File: config.mk
export PLATFORM = sky130hd
export DESIGN_NAME = uart_rx_cfg
export DESIGN_NICKNAME = d
export VERILOG_FILES = /design/src/rtl/uart_pkg.sv /design/src/rtl/uart_majority_sampler.sv /design/src/rtl/uart_rx_cfg.sv
export SDC_FILE = /design/constraint.sdc
export NUM_CORES = 1
export LEC_CHECK = 0
export ABC_AREA = 1
export CAP_MARGIN = 30
export CORE_MARGIN = 2
export CORE_UTILIZATION = 35
export DETAILED_ROUTE_END_ITERATION = 8
export PLACE_DENSITY = 0.62
export SETUP_SLACK_MARGIN = 0.2
export SYNTH_ARGS = -nofsm -noshare
export SYNTH_HDL_FRONTEND = slang
export SYNTH_SLANG_ARGS = --single-unit
File: constraint.sdc
create_clock -name clk -period 2.15 [get_ports clk]
set_clock_uncertainty 0.2 [all_clocks]
set_input_delay 0.3225 -clock clk [delete_from_list [all_inputs] [get_ports clk]]
set_output_delay 0.3225 -clock clk [all_outputs]
set_load 0.1 [all_outputs]
File: src/rtl/uart_pkg.sv
// Shared UART definitions: parity-mode encodings and the receiver state set.
// Used by the receiver and the transmitter.
package uart_pkg;

  localparam logic [1:0] PAR_NONE = 2'b00;
  localparam logic [1:0] PAR_EVEN = 2'b01;
  localparam logic [1:0] PAR_ODD  = 2'b10;

  typedef enum logic [2:0] {
    RX_IDLE,
    RX_START,
    RX_DATA,
    RX_PARITY,
    RX_STOP,
    RX_BRK_WAIT
  } rx_state_t;

  // Mode 2'b11 is an alias for "no parity".
  function automatic logic par_enabled(input logic [1:0] mode);
    return (mode == PAR_EVEN) || (mode == PAR_ODD);
  endfunction

endpackage

File: src/rtl/uart_majority_sampler.sv
// Two-flop rx synchroniser plus majority-of-3 vote; rxs lags rx by 2 clk.
// No backpressure: samples are taken whenever the FSM strobes samp_strb.
module uart_majority_sampler (
  input  logic clk,
  input  logic reset_n,
  input  logic rx,
  input  logic samp_strb,
  output logic rxs,
  output logic bit_val
);

  logic [1:0] sync_q;
  logic [1:0] samp_q;

  always_ff @(posedge clk or negedge reset_n) begin
    if (!reset_n) begin
      sync_q <= 2'b11;
      samp_q <= 2'b11;
    end else begin
      sync_q <= {sync_q[0], rx};
      if (samp_strb) samp_q <= {samp_q[0], rxs};
    end
  end

  assign rxs = sync_q[1];

  // Third vote is the live rxs on the decision tick.
  assign bit_val = (samp_q[1] & samp_q[0]) | (samp_q[1] & rxs) | (samp_q[0] & rxs);

endmodule

File: src/rtl/uart_rx_cfg.sv
// Configurable oversampling UART receiver; status/strobes registered one clk after the deciding tick.
// No backpressure: a frame ending while full=1 is dropped and flagged with a one-cycle overrun.
module uart_rx_cfg
  import uart_pkg::*;
#(
  parameter int DATA_BITS  = 8,
  parameter int OVERSAMPLE = 16
) (
  input  logic                 clk,
  input  logic                 reset_n,
  input  logic                 rx,
  input  logic                 timer_tick,
  input  logic [1:0]           parity_mode,
  input  logic                 two_stop,
  input  logic                 full,
  output logic [DATA_BITS-1:0] rx_dout,
  output logic                 rx_done_tick,
  output logic                 parity_error,
  output logic                 framing_error,
  output logic                 break_detect,
  output logic                 overrun
);

  localparam int SW = $clog2(OVERSAMPLE);
  localparam int NW = $clog2(DATA_BITS + 1);
  localparam int M  = OVERSAMPLE / 2;
  localparam logic [SW-1:0] S_PRE  = SW'(M - 1);
  localparam logic [SW-1:0] S_MID  = SW'(M);
  localparam logic [SW-1:0] S_DEC  = SW'(M + 1);
  localparam logic [SW-1:0] S_LAST = SW'(OVERSAMPLE - 1);

  rx_state_t            state_q, state_d;
  logic [SW-1:0]        s_q;
  logic [NW-1:0]        n_q;
  logic [DATA_BITS-1:0] sr_q;
  logic [1:0]           pmode_q;
  logic                 two_stop_q, stop_n_q, par_err_q, par_bit_q, fe_q, brk_q;

  logic rxs, bit_val, samp_strb;
  logic dec, wrap, par_en, last_stop, frame_end, end_fe, end_brk;

  uart_majority_sampler u_sampler (
    .clk       (clk),
    .reset_n   (reset_n),
    .rx        (rx),
    .samp_strb (samp_strb),
    .rxs       (rxs),
    .bit_val   (bit_val)
  );

  always_ff @(posedge clk or negedge reset_n) begin
    if (!reset_n) state_q <= RX_IDLE;
    else          state_q <= state_d;
  end

  always_comb begin
    dec       = timer_tick && (s_q == S_DEC);
    wrap      = timer_tick && (s_q == S_LAST);
    samp_strb = timer_tick && (s_q == S_PRE || s_q == S_MID);
    par_en    = par_enabled(pmode_q);
    last_stop = !two_stop_q || stop_n_q;
    frame_end = (state_q == RX_STOP) && dec && last_stop;
    end_fe    = fe_q | ~bit_val;
    // Break is judged on the first stop bit only.
    end_brk   = brk_q | (~stop_n_q & ~bit_val & ~(|sr_q) & ~par_bit_q);
    state_d   = state_q;
    case (state_q)
      RX_IDLE:     if (!rxs) state_d = RX_START;
      RX_START:    if (dec && bit_val) state_d = RX_IDLE;
                   else if (wrap) state_d = RX_DATA;
      RX_DATA:     if (wrap && n_q == NW'(DATA_BITS)) state_d = par_en ? RX_PARITY : RX_STOP;
      RX_PARITY:   if (wrap) state_d = RX_STOP;
      RX_STOP:     if (frame_end) state_d = end_fe ? RX_BRK_WAIT : RX_IDLE;
      RX_BRK_WAIT: if (rxs) state_d = RX_IDLE;
      default:     state_d = RX_IDLE;
    endcase
  end

  always_ff @(posedge clk or negedge reset_n) begin
    if (!reset_n) begin
      s_q           <= '0;
      n_q           <= '0;
      sr_q          <= '0;
      pmode_q       <= PAR_NONE;
      two_stop_q    <= 1'b0;
      stop_n_q      <= 1'b0;
      par_err_q     <= 1'b0;
      par_bit_q     <= 1'b0;
      fe_q          <= 1'b0;
      brk_q         <= 1'b0;
      rx_dout       <= '0;
      rx_done_tick  <= 1'b0;
      parity_error  <= 1'b0;
      framing_error <= 1'b0;
      break_detect  <= 1'b0;
      overrun       <= 1'b0;
    end else begin
      rx_done_tick <= 1'b0;
      overrun      <= 1'b0;
      if (state_q == RX_IDLE) begin
        // Per-frame state starts clean; a tick coinciding with the start edge is not counted.
        s_q       <= '0;
        n_q       <= '0;
        stop_n_q  <= 1'b0;
        par_err_q <= 1'b0;
        par_bit_q <= 1'b0;
        fe_q      <= 1'b0;
        brk_q     <= 1'b0;
        if (!rxs) begin
          pmode_q    <= parity_mode;
          two_stop_q <= two_stop;
        end
      end else if (timer_tick) begin
        s_q <= wrap ? '0 : s_q + SW'(1);
        if (dec) begin
          case (state_q)
            RX_DATA: begin
              sr_q <= {bit_val, sr_q[DATA_BITS-1:1]};
              n_q  <= n_q + NW'(1);
            end
            RX_PARITY: begin
              par_bit_q <= bit_val;
              par_err_q <= (pmode_q == PAR_ODD) ? ~^{sr_q, bit_val} : ^{sr_q, bit_val};
            end
            RX_STOP: begin
              stop_n_q <= 1'b1;
              fe_q     <= end_fe;
              brk_q    <= end_brk;
            end
            default: ;
          endcase
        end
        if (frame_end) begin
          rx_dout       <= sr_q;
          parity_error  <= par_err_q;
          framing_error <= end_fe;
          break_detect  <= end_brk;
          rx_done_tick  <= ~full;
          overrun       <= full;
        end
      end
    end
  end

endmodule

# == After elaboration in Yosys (flattened, before gate mapping) ==
# Index checks and enable logic that the tools add are counted.
# W data, S select, Z words.
# totals
ff_bits,44
inputBits,8
out_inout_bits,13
# classes
addsub,2
n_eq_ne,18
muxes,44
bitwise_logic,17
n_reduce_logical,27
# ops
operator,count
$mux W4,7
$mux W1,27
$mux W3,9
$pmux W3 S6,1
$eq A4 B4 Y1 const B,4
$reduce_and A3 Y1,4
$reduce_bool A2 Y1,5
$reduce_xnor A9 Y1,1
$reduce_xor A9 Y1,1
$add A4 B1 Y4 const B,2
$ne A2 B2 Y1 const B,4
$reduce_or A8 Y1,1
$logic_and A1 B1 Y1,7
$not A1 Y1,7
$and A1 B1 Y1,6
$eq A3 B2 Y1 const B,2
$eq A3 B3 Y1 const B,2
$reduce_and A6 Y1,1
$eq A4 B3 Y1 const B,1
$or A1 B1 Y1,4
$reduce_and A4 Y1,1
$eq A3 B1 Y1 const B,1
$logic_not A3 Y1,1
$logic_or A1 B1 Y1,3
6 further kinds,6

# == Longest topological paths before layout ==
# Gate-level depths: netlist (run 1).
# depth
word_depth,12
mapped_depth,12

# == By module ==
# A second synthesis (run 1) with hierarchy kept.
# unflattened
hier_cells,269
area_unflattened_um2,2212.1
# modules_own_cells
module,n_inst,cells_each,area_each_um2,seq_area_each_um2
uart_rx_cfg,1,255,2065.7,1001.0
uart_majority_sampler,1,14,146.4,105.1

# == Least setup slack after synthesis (run 1) ==
# OpenSTA, ideal clock, no wires.
# synth_path
kind,register -> register
from,register s_q[1]
to,register framing_error
arrival_time_ns,1.257
required_ns,1.828
path_slack_ns,0.571
path_stages_with_launch,11
n_path_buf,1
period_less_slack_ns,1.579
path_cell_list,dfrtp_1 inv_1 ha_1 nand3_2 inv_2 nand2_4 nor2_4 inv_2 buf_6 nand2_1 o21ai_2
# synth_between
elab_chain_cells,5
# synth_rtl
element,line,text
start: declaration,uart_rx_cfg.sv:33,logic [SW-1:0] s_q;
start signal: assignment,uart_rx_cfg.sv:114,s_q <= wrap ? '0 : s_q + SW'(1);
$eq A4 B4 Y1,uart_rx_cfg.sv:57,dec = timer_tick && (s_q == S_DEC);
$logic_and A1 B1 Y1,uart_rx_cfg.sv:57,
$logic_and A1 B1 Y1 (2 in series),uart_rx_cfg.sv:62,frame_end = (state_q == RX_STOP) && dec && last_stop;
$reduce_and A3 Y1 (no source line),--,
end signal: assignment,uart_rx_cfg.sv:136,framing_error <= end_fe;
end: declaration,uart_rx_cfg.sv:19,"output logic framing_error,"
# No other way between the ends.
# A chain may end at the register's enable or synchronous reset.

# == Worst setup path after layout (run 1) ==
# layout_path
from,input port timer_tick
to,register state_q[1]
# layout_between
elab_chain_cells,5
word_cells_on_any_way,13
# layout_rtl
element,line,text
start: declaration,uart_rx_cfg.sv:12,"input logic timer_tick,"
$logic_and A1 B1 Y1,uart_rx_cfg.sv:57,
$logic_and A1 B1 Y1 (2 in series),uart_rx_cfg.sv:62,
$ne A2 B2 Y1 (no source line),--,
$reduce_and A6 Y1 (no source line),--,
end signal: assignment,uart_rx_cfg.sv:53,else state_q <= state_d;
end: declaration,uart_rx_cfg.sv:32,"rx_state_t state_q, state_d;"
# Several ways; a longest one is shown, not always the timed one.

==> results.md, run 1 <==
- Status: finished, final reports clean
- Drt initial violations: 79
- Routability cong.: between 0.8 and 0.9
- Max-slew violation count: 0
- Most frequent cell after synthesis: nand2_1
- CP peak stage delay: approximately 540 ps
- Crit end category: flop
- Post-DR wirelength/cell: between 10 and 15 µm
- Dpl hpwl: about 3100 µm
- Clock share of power: 24.3%
- Post-synthesis cell type count: 30
- Psw: 843 µW
- Post-Syn Area: approximately 2200 µm²
- CP Max Fanout: 5
- Post-detailed-routing wire length: about 4200 µm
- Post-route antenna net violation count: 0
- First-pass GRT wire length: roughly 7500 µm
- Chip width: around 84 µm
- Cells on worst reg2reg path: 9
- Cells after synthesis: roughly 270
- Adder-cell share of the synthesized area: approximately 3.4%
- EDFF count, synth: 0
- CP Class: primary input to flop
- Slew at the pin closest to its max-slew limit: 388 ps
- Num rows: 29
- Die area: 7040 µm²
- Placed Instances: roughly 370
- Synthesized Nets: approximately 280
- Logic pwr share: between 30% and 40%
- Final number of setup-violating endpoints: 0
- Input/output buffers: 20
- Fraction of synthesized area in multiplexers: 0.672%
- Most frequent CP cell: nand2_1
- Max Freq: 563 MHz
- Post-route DRC violation count: 0
- Tcrit/Tclk final: between 80% and 90%
- Die Y: ~84 µm
- Synthesized flop and latch total: 44
- Async SR Flop Fraction: 100%
- Slew HR: between 70% and 80%
- Hold Crit Class: flop to flop
- Syn Area/Cell: 8.34 µm²
- Starting Density: about 36%
- Leak: about 1.3 nW
- Final std cells w/o fill: ~370
- Top-area cell type share of the netlist area: between 40% and 50%
- Top cells by count, synth: nand2_1, dfrtp_1, inv_1
- Worst EP arrival: 1770 ps
- Critical Path Slowest Stage Cell: clkdlybuf4s50_1
- Main combinational cell family by area after synthesis: simple AND/OR/NAND/NOR gates
- Largest net degree at the start of global routing: 45
- N_diodes: 0
- Cts bufs inserted: 5
- Xor-xnor portion of the synthesized cell area: less than 1%
- IO Pins: 21
- Hold slack final: 161 ps
- CP Cell Sequence: clkdlybuf4s50_1 > nand2_1 > nor2_2 > nand2_1 > o21ai_1 > nand2_1 > nor2_2 > nand2_2 > nand2_1 > nand2_1
- WHS Endpoint: u_sampler.sync_q[1]$_DFF_PN1_
- Initial antenna violation count: 0
- R2r endpoint: state_q[1]$_DFFE_PN0P_
- Synth area leader: dfrtp_1
- Max IR drop VDD: about 0.46 mV
- Clock buffer depth: 2
- Total track usage: a little over an eighth
- H-tree depth: 2
- Req. time, crit path: roughly 2100 ps
- CP startpoint kind: primary input
- Clock slew at reported path FFs: roughly 90 ps
- Minimum clock period: 1780 ps
- Post-Synth Simple-Gate Area: about 26%
- RSZ-0062 raised after global routing: no
- Hold Startpoint: u_sampler.sync_q[0]$_DFF_PN1_
- Share of layout cells above drive strength 1: 20.9%
- Hold Path Depth: 0
- Post-synthesis compound-gate area fraction: a little under an eighth
- RR Startpoint: s_q[1]$_DFFE_PN0P_
- Final nets: just over 300
- Internal power: 1.45 mW
- Number of global-route vias before repair: around 1,700
- Syn. warnings: 0
- Top area cells in the synthesized netlist: dfrtp_1, nand2_1, inv_1, dfstp_2, nand3_1
- Predominant post-synthesis flop cell: dfrtp_1
- Fin. Hold Viols: 0
- Max Cap Viol: 0
- TNS Setup: 0 ps
- Core area: 6280 µm²
- Drt via density: between 4 and 5
- Pwr per Cell Area: 879 nW/µm²
- Congestion Overflow GR: 0
- # clock sinks: 44
- Root buffer cell: clkbuf_8
- Area delta synth->final: 16.8%
- Switch share: a little under two fifths
- Drt pass-1 iters: 4
- Clk_lat worst skew: 290 ps
- Vias: between 1,500 and 2,000
- Post-synthesis sequential area ratio: between 40% and 50%
- TritonCTS clock tree: yes
- Seq pwr share: 43.6%
- Reg-to-reg setup timing slack: ~410 ps
worst max-delay path, delay by kind of cell:
| kind | cells | cell delay, ps |
|---|---|---|
| and+or+nand+nor | 8 | 790 |
| buffers and inverters | 1 | 540 |
| AOI/OAI and AO/OA | 1 | 120 |
metal layers:
layer  track usage [%]  part of all wire, %  up-vias  routed length (µm)
met5                 0                    0        -                   0
met4              3.52                 0.45        0                  19
met3              2.67                  3.3        2                 139
met2              22.5                   50       34                2080
met1              16.5                   47      837                1960
li1                  -                    -      897                   -
cell type report:
cell class | count | area (µm²)
Inverter | 40 | 153
Tap cell | 77 | 96.3
Timing Repair Buffer | 25 | 215
Sequential cell | 44 | 1110
Multi-Input combinational cell | 180 | 943
Clock inverter | 2 | 15.0
Fill cell | 645 | 3670
Clock buffer | 6 | 82.6
layout by cell type, fill, tap and decap left out:
| master | n |
|---|---|
| o21ai_1 | 6 |
| dfstp_2 | 4 |
| buf_2 | 1 |
| nand2_1 | 82 |
| mux2_4 | 1 |
| nor2_2 | 5 |
| o21ai_2 | 9 |
| nor4_1 | 1 |
| nor3_2 | 1 |
| inv_2 | 4 |
| nand3_2 | 1 |
| inv_1 | 35 |
| o21ai_0 | 17 |
| xor2_1 | 1 |
| buf_12 | 1 |
| ha_1 | 6 |
| nor3_1 | 2 |
| nand3_1 | 19 |
| a21oi_1 | 6 |
| clkbuf_8 | 6 |
| inv_4 | 1 |
| clkdlybuf4s50_1 | 6 |
| or2_2 | 1 |
| o31ai_2 | 1 |
| nand2_2 | 5 |
| nand2_4 | 1 |
| nor2_1 | 9 |
| clkinvlp_4 | 2 |
| nor3b_1 | 1 |
| xnor2_1 | 1 |
| buf_4 | 16 |
| a22o_1 | 1 |
| dlygate4sd3_1 | 1 |
| o21bai_1 | 1 |
| dfrtp_1 | 40 |
| nor2_4 | 2 |
state kept, by name, indices dropped and copies added (netlist names), 2 cells and up:
| signal | cells |
|---|---|
| sr_q | 8 |
| s_q | 4 |
| n_q | 4 |
| u_sampler.samp_q | 2 |
| state_q | 3 |
| u_sampler.sync_q | 2 |
| rx_dout | 8 |
| pmode_q | 2 |
how the worst max path moves through the flow:
stage	startpoint	endpoint	slack, ps	cells after the start
finish	timer_tick	state_q[1]$_DFFE_PN0P_	370	10
global route	timer_tick	state_q[1]$_DFFE_PN0P_	250	10
CTS	s_q[1]$_DFFE_PN0P_	rx_dout[3]$_DFFE_PN0P_	350	9
detailed placement	timer_tick	rx_dout[3]$_DFFE_PN0P_	40	10
global placement	timer_tick	rx_dout[3]$_DFFE_PN0P_	70	10
floorplan	s_q[1]$_DFFE_PN0P_	framing_error$_DFFE_PN0P_	570	10
repair_timing:
| action | in CTS | in global routing |
|---|---|---|
| hold buffers | 1 | 0 |
| endpoints found under the setup margin | 0 | 10 |
| hold endpoints to repair | 40 | 0 |
| resized for setup | 0 | 3 |
| setup buffers | 0 | 0 |
metrics by stage:
stage               utilization (%)  worst slack [ps]  power, mW  cell area (µm²)
floorplan                         -               571       1.55             2240
global placement               39.8              65.8       1.74             2500
detailed placement             39.8              37.4       1.76             2500
CTS                            41.5               348       2.33             2610
global route                   41.6               247       2.48             2610
finish                         41.6               374       2.30             2610
power groups by stage:
| stage | clock [mW] | sequential [mW] | combinational [mW] |
|---|---|---|---|
| final | 0.558 | 1.00 | 0.737 |
| after detailed placement | 0 | 1.02 | 0.740 |
| after floorplan | 0 | 1.00 | 0.550 |
| after global placement | 0 | 1.02 | 0.727 |
| after CTS | 0.579 | 1.00 | 0.748 |
| after global routing | 0.614 | 1.01 | 0.849 |
logic make-up (layout without fill, tap and decap cells):
group / count (synthesis) / count (layout)
buf+inv: 44 / 73
fa+ha+maj: 6 / 6
xor+xnor: 2 / 2
flops: 44 / 44
mux: 1 / 1
compound gates: 41 / 41
simple gates: 130 / 130
No activity file was read; power rests on OpenSTA's default activity.
==> run 2: changes to the inputs <==
clock period = 1.8 ns   (was 2.15 ns; I/O delays follow)
==> run 2 against run 1 <==
Largest cell class unchanged; register-to-register slack got worse by 270 ps; non-clock buffer count grew 17; sequential power rose by 21%; worst setup slack got worse by 230 ps; sequential share of layout area is 6.9 points lower; hold slack got worse by 2.5 ps; design area rose by 20%.
==> results.md, run 2 (synthesis results as in run 1) <==
- CP Cell Sequence: ha_2 > nand2_2 > nor2_2 > nand2_1 > o21ai_1 > nand2_1 > nor2_4 > nand2_2 > nand2_1 > nand2_1
- Max Freq: 603 MHz
- Tot Pwr: 3.19 mW (+39%)
- Hold Path Depth: 0 (unchanged)
- Fillers: 574 (-11%)
- CP Class: flop to flop
- Post-route DRC violation count: 0 (unchanged)
- Post-DR wirelength/cell: 12.0 µm (+6.8%)
- RR Startpoint: s_q[1]$_DFFE_PN0P_
- Minimum clock period: around 1700 ps
- Die Y: 83.9 µm (unchanged)
- Pwr per Cell Area: 1020 nW/µm² (+16%)
- Worst EP arrival: 1660 ps (-110 ps)
- CP startpoint kind: flop
- RSZ-0062 raised after global routing: yes
- Max IR drop VDD: 0.607 mV (+31%)
- CP delay by family, top: simple AND/OR/NAND/NOR gates
- Worst setup margin: 142 ps (-231 ps)
- Final number of setup-violating endpoints: 0 (unchanged)
- Final nets: 329 (+6.1%)
- Placed Instances: 374 (+2.5%)
- H-tree depth: 2 (unchanged)
- Post-route antenna net violation count: 0 (unchanged)
- Dpl hpwl: 3080 µm (-1.5%)
- Logic pwr share: 36.4% (+4.3 points)
- Drt pass-1 iters: 4 (unchanged)
- R2r endpoint: state_q[2]$_DFFE_PN0P_
- Drt via density: 4.69 (-0.91%)
- IO Pins: 21 (unchanged)
- Max Cap Viol: 0 (unchanged)
- Status: finished, final reports clean
- Number of global-route vias before repair: 1,791 (+4.8%)
- WHS Endpoint: u_sampler.sync_q[1]$_DFF_PN1_
- Area delta synth->final: 40.0%
- Vias: 1,843 (+4.1%)
- CP bufs+invs: 0 (-1)
- Top Registers: rx_dout x8, sr_q x8
- Tcrit/Tclk final: 92.1%
- Fin. Hold Viols: 0 (unchanged)
- CP Max Fanout: 4 (-1)
- Cts bufs inserted: 5 (unchanged)
- Routability cong.: 0.843 (+0.62%)
- Reg-to-reg setup timing slack: 140 ps (-270 ps)
- Most frequent CP cell: nand2_1
- Largest net degree at the start of global routing: 45 (unchanged)
- Core area: 6280 µm² (unchanged)
- Leak: 1.46 nW (+13%)
- Seq pwr share: 38.0% (-5.6 points)
- Clock buffer depth: 2 (unchanged)
- CP peak stage delay: 390 ps (-150 ps)
- Drt initial violations: 73 (-7.6%)
- Leading cell types in the layout, fill and taps excluded: nand2_1, dfrtp_1, inv_1
- # clock sinks: 44 (unchanged)
- Hold Crit Class: flop to flop
- Slew HR: 75.2% (+1.4 points)
- Psw: 1.16 mW (+37%)
- Die area: 7040 µm² (unchanged)
- Slew at the pin closest to its max-slew limit: 371 ps (-17.6 ps)
- Hold Startpoint: u_sampler.sync_q[0]$_DFF_PN1_
- Switch share: 36.2% (-0.55 points)
- Commonest non-fill, non-tap cell in the layout: nand2_1
- N_diodes: 0 (unchanged)
- Max-slew violation count: 0 (unchanged)
- Clock slew at reported path FFs: 80 ps (about the same)
- Input/output buffers: 20 (unchanged)
- Cells on worst reg2reg path: 10 (+1)
- Total track usage: 14.5% (+1.5 points)
- Critical Path Slowest Stage Cell: dfrtp_1
- Share of layout cells above drive strength 1: 34.5% (+14 points)
- Crit path launch: s_q[1]$_DFFE_PN0P_
- Initial antenna violation count: 0 (unchanged)
- Final std cells w/o fill: 393 (+5.1%)
- Hold slack final: 159 ps (-2.53 ps)
- Starting Density: 35.6% (unchanged)
- Req. time, crit path: 1800 ps (-340 ps)
- Placement Setup Slack: -216 ps (-254 ps)
- Internal power: 2.04 mW (+40%)
- Root buffer cell: clkbuf_8
- First-pass GRT wire length: 8260 µm (+9.8%)
- TritonCTS clock tree: yes
- Congestion Overflow GR: 0 (unchanged)
- Clk_lat worst skew: 310 ps (+20 ps)
- Crit end category: flop
- Num rows: 29 (unchanged)
- Chip width: 83.9 µm (unchanged)
- Post-detailed-routing wire length: 4710 µm (+12%)
- Clock share of power: 25.6% (+1.3 points)
## run 2: cell count changes in the layout (fill, tap and decap cells not counted), moves of 3 or more
cell and change:
nand2_1 -17, inv_1 -4, nand2_2 +15, o21ai_1 +3
o21ai_0 -4, inv_2 +3, buf_12 +16, inv_8 +3
## run 2: worst max path at each step
| stage | endpoint | slack (ps) | depth (start not counted) |
|---|---|---|---|
| 2_1_floorplan | framing_error$_DFFE_PN0P_ | 220 | 10 |
| 5_1_grt | state_q[1]$_DFFE_PN0P_ | 5 | 10 |
| 3_5_place_dp | rx_dout[5]$_DFFE_PN0P_ | -220 | 10 |
| 6_report | state_q[2]$_DFFE_PN0P_ | 140 | 10 |
| 3_3_place_gp | rx_dout[0]$_DFFE_PN0P_ | -200 | 10 |
| 4_1_cts | state_q[1]$_DFFE_PN0P_ | 160 | 10 |
## run 2: area by class of cell
type / instances / area [µm²] / area share [%]
Sequential cell: 44 / 1110 / 35.4
Clock buffer: 6 / 82.6 / 2.64
Timing Repair Buffer: 42 / 549 / 17.5
Clock inverter: 2 / 38.8 / 1.24
Multi-Input combinational cell: 180 / 1070 / 34.3
Timing Repair inverter: 2 / 22.5 / 0.719
Inverter: 40 / 160 / 5.12
Tap cell: 77 / 96.3 / 3.08
## run 2: through the flow
stage	util [%]	instance area [µm²]	setup TNS [ps]
finish	49.9	3130	0
global route	49.9	3130	0
CTS	48.6	3050	0
detailed placement	43.7	2740	-5160
global placement	43.7	2740	-4430
floorplan	-	2240	0
## run 2: power by group through the flow
stage	clock network (mW)	logic (mW)	registers (mW)
2_1_floorplan	0	0.657	1.20
3_3_place_gp	0	0.925	1.21
4_1_cts	0.843	1.05	1.20
3_5_place_dp	0	0.932	1.22
5_1_grt	0.883	1.30	1.22
6_report	0.818	1.16	1.21
## run 2: worst register-to-register path: stages (launching register included)
cell and delay (ps):
dfrtp_1 390, ha_2 200, nand2_2 70, nor2_2 100, nand2_1 70, o21ai_1 120, nand2_1 100, nor2_4 130
nand2_2 80, nand2_1 60, nand2_1 50
## run 2: layer usage
layer / part of all wire [%] / routed length, µm / track usage (%) / up-vias
met3: 3.6 / 170 / 3.17 / 8
met4: 1.5 / 69 / 5.72 / 0
met1: 44 / 2100 / 17.6 / 863
met5: 0 / 0 / 0 / -
li1: - / - / - / 941
met2: 50 / 2380 / 25.1 / 31
## run 2: repair_timing
item / CTS / global route
pin swaps: 4 / 8
endpoints found under the setup margin: 34 / 41
gates resized for setup: 35 / 19
hold buffers: 1 / 0
gates cloned: 2 / 0
hold endpoints to repair: 44 / 0
buffers inserted: 6 / 2
